File: config.mk
export PLATFORM = sky130hd
export DESIGN_NAME = vga_pattern_feeder
export DESIGN_NICKNAME = d
export VERILOG_FILES = /design/src/rtl/vga_pkg.sv /design/src/rtl/vga_pattern_color.sv /design/src/rtl/vga_pattern_feeder.sv
export SDC_FILE = /design/constraint.sdc
export NUM_CORES = 1
export LEC_CHECK = 0
export ABC_AREA = 1
export CORE_MARGIN = 1.5
export CORE_UTILIZATION = 55
export CTS_CLUSTER_DIAMETER = 40
export DETAILED_ROUTE_END_ITERATION = 8
export PLACE_DENSITY = 0.91
export SYNTH_ARGS = -nofsm -noshare
export SYNTH_HDL_FRONTEND = slang
export SYNTH_HIERARCHICAL = 1
export SYNTH_SLANG_ARGS = --single-unit
export TNS_END_PERCENT = 100
File: constraint.sdc
create_clock -name clk -period 2.2 [get_ports clk]
set_clock_uncertainty 0.15 [all_clocks]
set_input_delay 0.33 -clock clk [delete_from_list [all_inputs] [get_ports clk]]
set_output_delay 0.33 -clock clk [all_outputs]
set_load 0.1 [all_outputs]
File: src/rtl/vga_pkg.sv
`default_nettype none
// ============================================================================
// Module      : vga_pkg
// Description : Shared encodings for the VGA pattern path. It holds the
//               pattern-mode codes, the default active-area size and the
//               colour-bar palette.
// Revision    : 1.0 - initial release
// ============================================================================
package vga_pkg;

    // Pattern-mode encodings. The mode is carried on a 2-bit bus.
    localparam logic [1:0] MODE_BARS  = 2'd0;
    localparam logic [1:0] MODE_CHECK = 2'd1;
    localparam logic [1:0] MODE_GRAD  = 2'd2;
    localparam logic [1:0] MODE_SOLID = 2'd3;

    // Default visible raster size (640x480 timing).
    localparam int H_ACTIVE = 640;
    localparam int V_ACTIVE = 480;

    // The eight colour-bar colours, in order from left to right. Format is {R,G,B}.
    localparam logic [23:0] c_BAR_WHITE   = 24'hFFFFFF;
    localparam logic [23:0] c_BAR_YELLOW  = 24'hFFFF00;
    localparam logic [23:0] c_BAR_CYAN    = 24'h00FFFF;
    localparam logic [23:0] c_BAR_GREEN   = 24'h00FF00;
    localparam logic [23:0] c_BAR_MAGENTA = 24'hFF00FF;
    localparam logic [23:0] c_BAR_RED     = 24'hFF0000;
    localparam logic [23:0] c_BAR_BLUE    = 24'h0000FF;
    localparam logic [23:0] c_BAR_BLACK   = 24'h000000;

    // Look up the palette entry for a given bar index.
    function automatic logic [23:0] bar_color(input logic [2:0] idx);
        logic [23:0] v_rgb;
        case (idx)
            3'd0:    v_rgb = c_BAR_WHITE;
            3'd1:    v_rgb = c_BAR_YELLOW;
            3'd2:    v_rgb = c_BAR_CYAN;
            3'd3:    v_rgb = c_BAR_GREEN;
            3'd4:    v_rgb = c_BAR_MAGENTA;
            3'd5:    v_rgb = c_BAR_RED;
            3'd6:    v_rgb = c_BAR_BLUE;
            default: v_rgb = c_BAR_BLACK;
        endcase
        return v_rgb;
    endfunction

endpackage
`default_nettype wire

File: src/rtl/vga_pattern_color.sv
`default_nettype none
// ============================================================================
// Module      : vga_pattern_color
// Description : Purely combinational pixel-colour generator. It maps the
//               frame's mode together with the raster position (x, y,
//               bar index) to a 24-bit {R,G,B} value.
// Revision    : 1.0 - initial release
// ============================================================================
module vga_pattern_color
    import vga_pkg::*;
#(
    parameter int          X_W         = 10,
    parameter int          Y_W         = 9,
    parameter int          CHECK_LOG2  = 5,
    parameter logic [23:0] SOLID_COLOR = 24'hFFFFFF
) (
    input  logic [1:0]     i_mode,
    input  logic [X_W-1:0] i_x,
    input  logic [Y_W-1:0] i_y,
    input  logic [2:0]     i_bar_idx,
    output logic [23:0]    o_rgb
);

    // Several coordinate bits feed no pattern. Fold them together here so that
    // it is clear they are deliberately left unused.
    logic w_unused_bits;
    assign w_unused_bits = &{1'b0, i_x, i_y};

    // Choose the colour for the current pattern. The gradient uses plain bit
    // slices, so it wraps rather than saturates.
    always_comb begin
        o_rgb = 24'h000000;
        case (i_mode)
            MODE_BARS:  o_rgb = bar_color(i_bar_idx);
            MODE_CHECK: o_rgb = (i_x[CHECK_LOG2] ^ i_y[CHECK_LOG2]) ? 24'hFFFFFF : 24'h000000;
            MODE_GRAD:  o_rgb = {i_x[9:2], i_y[8:1], 8'h80};
            default:    o_rgb = SOLID_COLOR;
        endcase
    end

endmodule
`default_nettype wire

File: src/rtl/vga_pattern_feeder.sv
`default_nettype none
// ============================================================================
// Module      : vga_pattern_feeder
// Description : Writes whole frames of test-pattern pixels, in raster order,
//               into the pixel FIFO in front of vga_logic. It uses a
//               full/write-enable handshake. A frame that has started always
//               completes, and the mode is latched only at frame starts.
// Revision    : 1.0 - initial release
// ============================================================================
module vga_pattern_feeder
    import vga_pkg::*;
#(
    parameter int          H_ACTIVE    = 640,
    parameter int          V_ACTIVE    = 480,
    parameter int          BAR_W       = 80,
    parameter int          CHECK_LOG2  = 5,
    parameter logic [23:0] SOLID_COLOR = 24'hFFFFFF
) (
    input  logic        clk,
    input  logic        rst,
    input  logic        enable,
    input  logic [1:0]  mode,
    input  logic        fifo_full,
    output logic        wr_en,
    output logic [23:0] pixel_out,
    output logic        frame_done
);

    // The counters are kept at least wide enough for the fixed gradient slices
    // x[9:2] and y[8:1].
    localparam int c_X_W  = ($clog2(H_ACTIVE) > 10) ? $clog2(H_ACTIVE) : 10;
    localparam int c_Y_W  = ($clog2(V_ACTIVE) > 9)  ? $clog2(V_ACTIVE) : 9;
    localparam int c_BC_W = ($clog2(BAR_W) > 1)     ? $clog2(BAR_W)    : 1;

    localparam logic [c_X_W-1:0]  c_X_LAST  = c_X_W'(H_ACTIVE - 1);
    localparam logic [c_Y_W-1:0]  c_Y_LAST  = c_Y_W'(V_ACTIVE - 1);
    localparam logic [c_BC_W-1:0] c_BC_LAST = c_BC_W'(BAR_W - 1);

    localparam logic [0:0] S_IDLE = 1'b0;
    localparam logic [0:0] S_RUN  = 1'b1;

    logic [0:0]        r_state;
    logic [0:0]        w_state_nxt;
    logic              w_load_mode;
    logic [1:0]        r_mode_q;
    logic [c_X_W-1:0]  r_x;
    logic [c_Y_W-1:0]  r_y;
    logic [c_BC_W-1:0] r_bar_cnt;
    logic [2:0]        r_bar_idx;
    logic              r_frame_done;

    logic              w_wr_en;
    logic              w_last_x;
    logic              w_last_px;
    logic              w_bar_wrap;
    logic [23:0]       w_rgb;

    assign w_wr_en    = (r_state == S_RUN) & ~fifo_full;
    assign w_last_x   = (r_x == c_X_LAST);
    assign w_last_px  = w_last_x & (r_y == c_Y_LAST);
    assign w_bar_wrap = (r_bar_cnt == c_BC_LAST);

    // Next-state logic. A new frame starts on leaving IDLE, or when the last
    // pixel is written while still enabled. The mode is captured at each start.
    always_comb begin
        w_state_nxt = r_state;
        w_load_mode = 1'b0;
        case (r_state)
            S_IDLE: begin
                if (enable) begin
                    w_state_nxt = S_RUN;
                    w_load_mode = 1'b1;
                end
            end
            S_RUN: begin
                if (w_wr_en && w_last_px) begin
                    if (enable) begin
                        w_load_mode = 1'b1;
                    end else begin
                        w_state_nxt = S_IDLE;
                    end
                end
            end
            default: w_state_nxt = S_IDLE;
        endcase
    end

    // Registers for the state, the latched mode and the end-of-frame pulse.
    always_ff @(posedge clk) begin
        if (rst) begin
            r_state      <= S_IDLE;
            r_mode_q     <= MODE_BARS;
            r_frame_done <= 1'b0;
        end else begin
            r_state      <= w_state_nxt;
            r_frame_done <= w_wr_en & w_last_px;
            if (w_load_mode) begin
                r_mode_q <= mode;
            end
        end
    end

    // Raster and bar counters. They move only when a write is accepted, so a
    // stall presents the same pixel again.
    always_ff @(posedge clk) begin
        if (rst) begin
            r_x       <= '0;
            r_y       <= '0;
            r_bar_cnt <= '0;
            r_bar_idx <= 3'd0;
        end else if (w_wr_en) begin
            if (w_last_x) begin
                r_x       <= '0;
                r_bar_cnt <= '0;
                r_bar_idx <= 3'd0;
                r_y       <= w_last_px ? '0 : r_y + 1'b1;
            end else begin
                r_x <= r_x + 1'b1;
                if (w_bar_wrap) begin
                    r_bar_cnt <= '0;
                    r_bar_idx <= r_bar_idx + 3'd1;
                end else begin
                    r_bar_cnt <= r_bar_cnt + 1'b1;
                end
            end
        end
    end

    vga_pattern_color #(
        .X_W         (c_X_W),
        .Y_W         (c_Y_W),
        .CHECK_LOG2  (CHECK_LOG2),
        .SOLID_COLOR (SOLID_COLOR)
    ) u_color (
        .i_mode    (r_mode_q),
        .i_x       (r_x),
        .i_y       (r_y),
        .i_bar_idx (r_bar_idx),
        .o_rgb     (w_rgb)
    );

    // The FIFO interface follows fifo_full with zero latency. The data bus is
    // forced to zero whenever no write is offered.
    always_comb begin
        wr_en     = w_wr_en;
        pixel_out = w_wr_en ? w_rgb : 24'h000000;
    end

    assign frame_done = r_frame_done;

endmodule
`default_nettype wire

==> flow_metrics.tcl, run 1 <==
set metrics [dict create \
    num_rows 23 \
    reg2reg_to "r_mode_q[1]" \
    synthTopCellsByCount "nand2_1, nor2_1, inv_1" \
    clk_path_buf_depth 2 \
    ff2ff_path_depth 9 \
    ys_ff_latch 33 \
    tns_ns 0 \
    cts_tree "built" \
    dp_hpwl_mm 4.04 \
    seq_power_share_pct 38.2 \
    synth.area.top_cells "dfxtp_1, nand2_1, nor2_1" \
    grt_pass1_wl_mm 8.69 \
    synthArstFlopShare_pct 0 \
    clk_root_buffer_cell "clkbuf_8" \
    rsz0062_at_grt "no" \
    p_switching_mw 0.587 \
    ant_nets 0 \
    clk_latency_ns 0.30 \
    via_per_inst 5.20 \
    combPwrFrac_pct 33.1 \
    drc_errors 0 \
    yosysUniqueCellTypes 34 \
    io_buffers 31 \
    gr-total-overflow 0 \
    crit_arrival_ns 1.62 \
    reg2reg_from "r_x[0]" \
    synthesis.nets 351 \
    yosys.area.top_type "dfxtp_1" \
    multiInputGateArea_um2 1380 \
    cts.sink_count 33 \
    p_leak_nw 1.37 \
    yosysSeqAreaShare_pct 29.2 \
    reg2reg_slack_ns 0.31 \
    irDropWorstVdd_uv 454 \
    vias 2222 \
    fillers 236 \
    cp-end-kind "primary output" \
    crit_end "pixel_out[23]" \
    start_util_pct 57.0 \
    critical_path.startpoint "r_mode_q[0]" \
    required_ns 1.72 \
    p_int_mw 1.03 \
    gp_congestion 0.928 \
    first_pass_iters 4 \
    setup_violations 0 \
    core_um2 3970 \
    die_y_um 67.2 \
    wl_per_cell_um 12.7 \
    cts-buffers-inserted 5 \
    antenna_found_initial 0 \
    synth_edf_count 0 \
    power-per-cell-area_nw_per_um2 520 \
    grt_max_degree 23 \
    grt_pass1_vias 2050 \
    yosysMostFrequentCell "nand2_1" \
    finalNetCount 387 \
    finish.instance_area_um2 3110 \
    switching_share_pct 36.2 \
    first_iter_violations 133 \
    htreeDepth 2 \
    hp-class "flop to flop" \
    placed_cell_area_um2 2980 \
    hold_violations 0 \
    relSlewSlack_pct 78.3 \
    wl_mm 5.40 \
    maxCapViolCount 0 \
    synth_top_area_share_pct 29.2 \
    synth_flop_cell "dfxtp_1" \
    synthCells 341 \
    die_w_um 67.2 \
    p_clk_share_pct 28.7 \
    finalCritPeriodShare_pct 95.7 \
    insertedDiodeCount 0 \
    worst_setup_hold_path_clk_slew_ns 0.07 \
    finalMaxSlewViolations 0 \
    regArea_um2 666 \
    ys_warn_count 6 \
    grtUsageTotal_pct 25.7 \
    tightest_slew_ns 0.325 \
    syn2layout_area_growth_pct 37.6 \
    syn-cell-area_um2 2260 \
    path_class "flop to primary output" \
    post-route-min-period_ns 2.10 \
    die_area_um2 4510 \
    pin_count 32 \
    max_freq_ghz 0.475 \
    worst_setup_path_start_kind "flop" \
    crit_path_max_fanout 8 \
    avgSynthCellArea_um2 6.64 \
    status "completed" \
    drive_above_1_share_pct 28.9 \
]
state kept, by name, indices dropped and copies added (netlist names):
| signal | count |
|---|---|
| r_x | 10 |
| r_y | 9 |
| r_bar_cnt | 7 |
| r_bar_idx | 3 |
| r_mode_q | 2 |
| frame_done | 1 |
| r_state | 1 |
stage by stage:
stage / hold WS, ns / utilization (%) / std cells / setup WS (ns) / total power, mW
after floorplan: 0.258 / - / 341 / -0.152 / 1.01
after global placement: 0.321 / 74.9 / 417 / 0.190 / 1.15
after detailed placement: 0.336 / 74.9 / 417 / 0.130 / 1.16
after CTS: 0.352 / 77.2 / 424 / -0.00496 / 1.61
after global routing: 0.369 / 78.4 / 427 / 0.0211 / 1.67
final: 0.359 / 78.4 / 427 / 0.0952 / 1.62
power groups by stage:
stage / combinational (mW) / clock, mW / sequential (mW)
final: 0.537 / 0.465 / 0.618
after global routing: 0.564 / 0.488 / 0.618
after CTS: 0.529 / 0.464 / 0.616
after detailed placement: 0.527 / 0 / 0.629
after global placement: 0.519 / 0 / 0.628
after floorplan: 0.378 / 0 / 0.627
cell families after synthesis:
| family | share of synthesized area [%] |
|---|---|
| and+or+nand+nor | 42.6 |
| buffers and inverters | 15.4 |
| DFF | 29.2 |
| AOI/OAI and AO/OA | 7.19 |
| xor gates and xnor gates | 3.48 |
| adders and majority gates | 2.21 |
area by class of cell:
type / instances / share of cell area (%)
inverter: 63 / 7.75
multi-input combinational: 230 / 44.2
clock buffer: 7 / 2.77
timing repair buffer: 44 / 21.9
sequential: 33 / 21.4
tap: 50 / 2.01
cells in the final DEF, fill, tap and decap left out, types with 5 or more instances in the layout:
master,count
buf_4,12
clkdlybuf4s50_1,5
nand3_2,5
o21ai_0,5
buf_12,27
clkbuf_8,6
nand2_1,61
inv_1,57
nand4_1,6
nor2_1,34
a21oi_1,13
xor2_1,9
dfxtp_1,31
nor2_2,19
nor2_4,16
nor3_1,5
nand3_1,29
nand2_2,5
worst min path at each step:
stage	from	to	slack [ns]	cells after the start
final	r_y[0]	r_y[0]	0.36	2
after global routing	r_y[0]	r_y[0]	0.37	2
after CTS	r_y[0]	r_y[0]	0.35	2
after detailed placement	r_y[0]	r_y[0]	0.34	2
after global placement	r_bar_cnt[1]	r_bar_cnt[1]	0.32	2
after floorplan	rst	r_x[2]	0.26	1
metal layers:
metal  global-route usage (%)  routed length, um  vias to the layer above
met1                     29.0               2130                     1009
met2                     45.4               2800                       72
met4                     12.5                173                        0
li1                         -                  -                     1118
met5                        0                  0                        -
met3                     5.67                305                       23
critical path, stage by stage, from the launching register on:
cell     delay, ns
dfxtp_4       0.38
nand2_1       0.10
inv_1         0.10
a21oi_4       0.29
nand3_1       0.13
inv_1         0.10
nor2_2        0.05
buf_12        0.16
what timing repair did:
| item | in CTS | in global routing |
|---|---|---|
| endpoints found under the setup margin | 12 | 24 |
| pin swaps | 0 | 2 |
| resized for setup | 2 | 4 |
| hold buffers | 0 | 0 |
| setup buffers | 0 | 3 |
Note: power is estimated with default switching activity, not from simulation.
==> inputs of run 2 (changes only) <==
--- a/config.mk
+++ b/config.mk
@@ -7,12 +7,11 @@
 export LEC_CHECK = 0
 export ABC_AREA = 1
 export CORE_MARGIN = 1.5
-export CORE_UTILIZATION = 55
+export CORE_UTILIZATION = 54
 export CTS_CLUSTER_DIAMETER = 40
 export DETAILED_ROUTE_END_ITERATION = 8
 export PLACE_DENSITY = 0.91
 export SYNTH_ARGS = -nofsm -noshare
 export SYNTH_HDL_FRONTEND = slang
-export SYNTH_HIERARCHICAL = 1
 export SYNTH_SLANG_ARGS = --single-unit
 export TNS_END_PERCENT = 100
==> flow_metrics.tcl, run 2 <==
set metrics [dict create \
    ff2ff_path_depth 10 \
    p_total_mw 1.59 \
    holdWs_ns 0.342 \
    worst-path-stages 10 \
    grt_pass1_vias 2125 \
    wl_mm 6.56 \
    core_um2 3630 \
    ys_ff_latch 33 \
    finish.instance_area_um2 3060 \
    cp-end-kind "primary output" \
    max_freq_ghz 0.408 \
    yosys.area.top_type "dfxtp_1" \
    syn-cell-area_um2 2040 \
    finalMaxSlewViolations 0 \
    reg_top3 "r_x x10, r_y x9, r_bar_cnt x7" \
    vias 2267 \
    grt_max_degree 14 \
    worst-path-buf-inv 4 \
    cts-buffers-inserted 5 \
    cts.sink_count 33 \
    synthesis.nets 328 \
    crit_path_frequent_cell "nor2_1" \
    drive_above_1_share_pct 34.3 \
    ant_nets 0 \
    required_ns 1.72 \
    via_per_inst 5.61 \
    hold_violations 0 \
    synth_compound_gate_area_share_pct 11.9 \
    htreeDepth 2 \
    start_util_pct 56.1 \
    path_class "flop to primary output" \
    yosysSeqAreaShare_pct 32.4 \
    crit_arrival_ns 1.97 \
    gr-total-overflow 0 \
    worst_setup_path_start_kind "flop" \
    top_register "r_x" \
    clk_latency_ns 0.30 \
    violations "negative setup slack" \
    yosysUniqueCellTypes 35 \
    maxCapViolCount 0 \
    synth_flop_cell "dfxtp_1" \
    worst_slack_ns -0.251 \
    worst_setup_hold_path_clk_slew_ns 0.07 \
    ys_warn_count 0 \
    final_cell_mix "nand2_1, nor2_1, inv_1" \
    die_area_um2 4150 \
    drc_errors 0 \
    placed_cell_area_um2 2730 \
    p_leak_nw 1.15 \
    tightest_slew_ns 0.312 \
    cp_cell_sequence "inv_2 > ha_1 > nor2_4 > nor2_1 > nor2_1 > buf_4 > o21ai_0 > nand2_1 > clkinvlp_4 > buf_12" \
    mostFrequentLayoutCell "nand2_1" \
    avgSynthCellArea_um2 6.50 \
    finalCritPeriodShare_pct 111 \
    insertedDiodeCount 0 \
    synthTopCellsByCount "nand2_1, inv_1, nor2_1" \
    first_iter_violations 200 \
    grtUsageTotal_pct 32.1 \
    crit_path_max_fanout 8 \
    die_y_um 64.5 \
    grt_pass1_wl_mm 9.96 \
    cts_tree "built" \
    irDropWorstVdd_uv 599 \
    num_rows 22 \
    status "complete, but fails checks" \
    clk_path_buf_depth 2 \
    dp_hpwl_mm 3.86 \
    stdcell_count 404 \
    synth.area.top_cells "dfxtp_1, nand2_1, inv_1" \
    hp-class "flop to flop" \
    synth_top_family_by_area "simple AND/OR/NAND/NOR gates" \
    syn2layout_area_growth_pct 49.9 \
    slowest_delay_ns 0.38 \
    synth_fa_ha_area_share_pct 4.91 \
    synth_xor_area_share_pct 3.01 \
    yosysMostFrequentCell "nand2_1" \
    gp_congestion 0.913 \
    die_w_um 64.5 \
    crit_slowest_cell "dfxtp_4" \
    synthCells 314 \
    largest_reg_flops 10 \
    utilization_pct 84.2 \
    critPathTopFamily "buffers and inverters" \
    clk_root_buffer_cell "clkbuf_8" \
    relSlewSlack_pct 79.2 \
    synth_top_area_share_pct 32.4 \
    synth-simple-area-share_pct 34.0 \
    synthArstFlopShare_pct 0 \
    place_inst 388 \
    synth_mux_area_share_pct 0 \
    post-route-min-period_ns 2.45 \
    pin_count 32 \
    wl_per_cell_um 16.2 \
    power-per-cell-area_nw_per_um2 519 \
    antenna_found_initial 0 \
    synth_edf_count 0 \
    rsz0062_at_grt "yes" \
    io_buffers 31 \
    setup_violations 22 \
    first_pass_iters 5 \
    ctsHoldBuffers 0 \
    hold_depth 2 \
    finalNetCount 369 \
]
[run 2: cell types whose count changed after synthesis, moves of 3 or more]
cell	delta
nor2_1	-11
o21ai_0	+14
ha_1	+4
nand3_1	-17
nor2_2	-4
nand3_2	-4
o21ai_1	+3
xor2_1	-3
nand2_1	+8
nor2_4	-3
inv_1	-8
[run 2: report_power, final]
part	internal [mW]	leakage, nW	switching (mW)
Sequential	0.600	0.270	0.0122
Clock	0.219	0.0450	0.237
Combinational	0.181	0.839	0.338
[run 2: what timing repair did]
action | in CTS | in global routing
hold endpoints to repair | 0 | 0
gates resized for setup | 28 | 25
buffers inserted | 6 | 2
gates cloned | 0 | 0
endpoints found under the setup margin | 23 | 23
pin swaps | 10 | 10
[run 2: cell type report]
class	instances	area, um2
clock buffers	6	72.6
multi-input cells	215	1260
well taps	48	60.1
flip-flops and latches	33	677
fillers	188	576
inverters	54	269
clock inverters	2	10.0
repair buffers	46	706
[run 2: final timing paths]
| check | startpoint | to | slack (ns) |
|---|---|---|---|
| setup reg to reg | r_state | r_y[3] | 0.28 |
| hold / removal | r_x[1] | r_x[1] | 0.34 |
| setup / recovery | r_bar_idx[1] | pixel_out[20] | -0.25 |
| hold reg to reg | r_x[1] | r_x[1] | 0.34 |
[run 2: cells by family (layout without fill, tap and decap cells)]
family / after synthesis / count (layout)
AO/OA/AOI/OAI: 45 / 45
XOR/XNOR: 7 / 7
adder cells (fa/ha/maj): 8 / 8
buffers and inverters: 66 / 108
flip-flops: 33 / 33
AND/OR/NAND/NOR: 155 / 155
[run 2: metrics by stage]
step                setup TNS, ns  setup slack [ns]
finish                      -3.43            -0.251
global placement                0            0.0349
global route                -4.96            -0.318
floorplan                  -0.916            -0.149
detailed placement        -0.0575           -0.0164
CTS                         -1.85            -0.155
[run 2: worst reg2reg max path, stage by stage (launching register included)]
cell	delay, ns
dfxtp_1	0.45
inv_2	0.10
nor2_8	0.12
buf_4	0.21
nand3_4	0.12
nor2_4	0.19
nand2_2	0.11
nand2_2	0.15
inv_2	0.08
nand2_1	0.10
a21oi_2	0.04
[run 2: metal layers]
metal  vias up  wire length, um  track usage, %
li1       1060                -               -
met1      1023             2440            35.2
met5         -                0               0
met3        41              466            8.51
met4         0              405            21.8
met2       143             3250            54.2
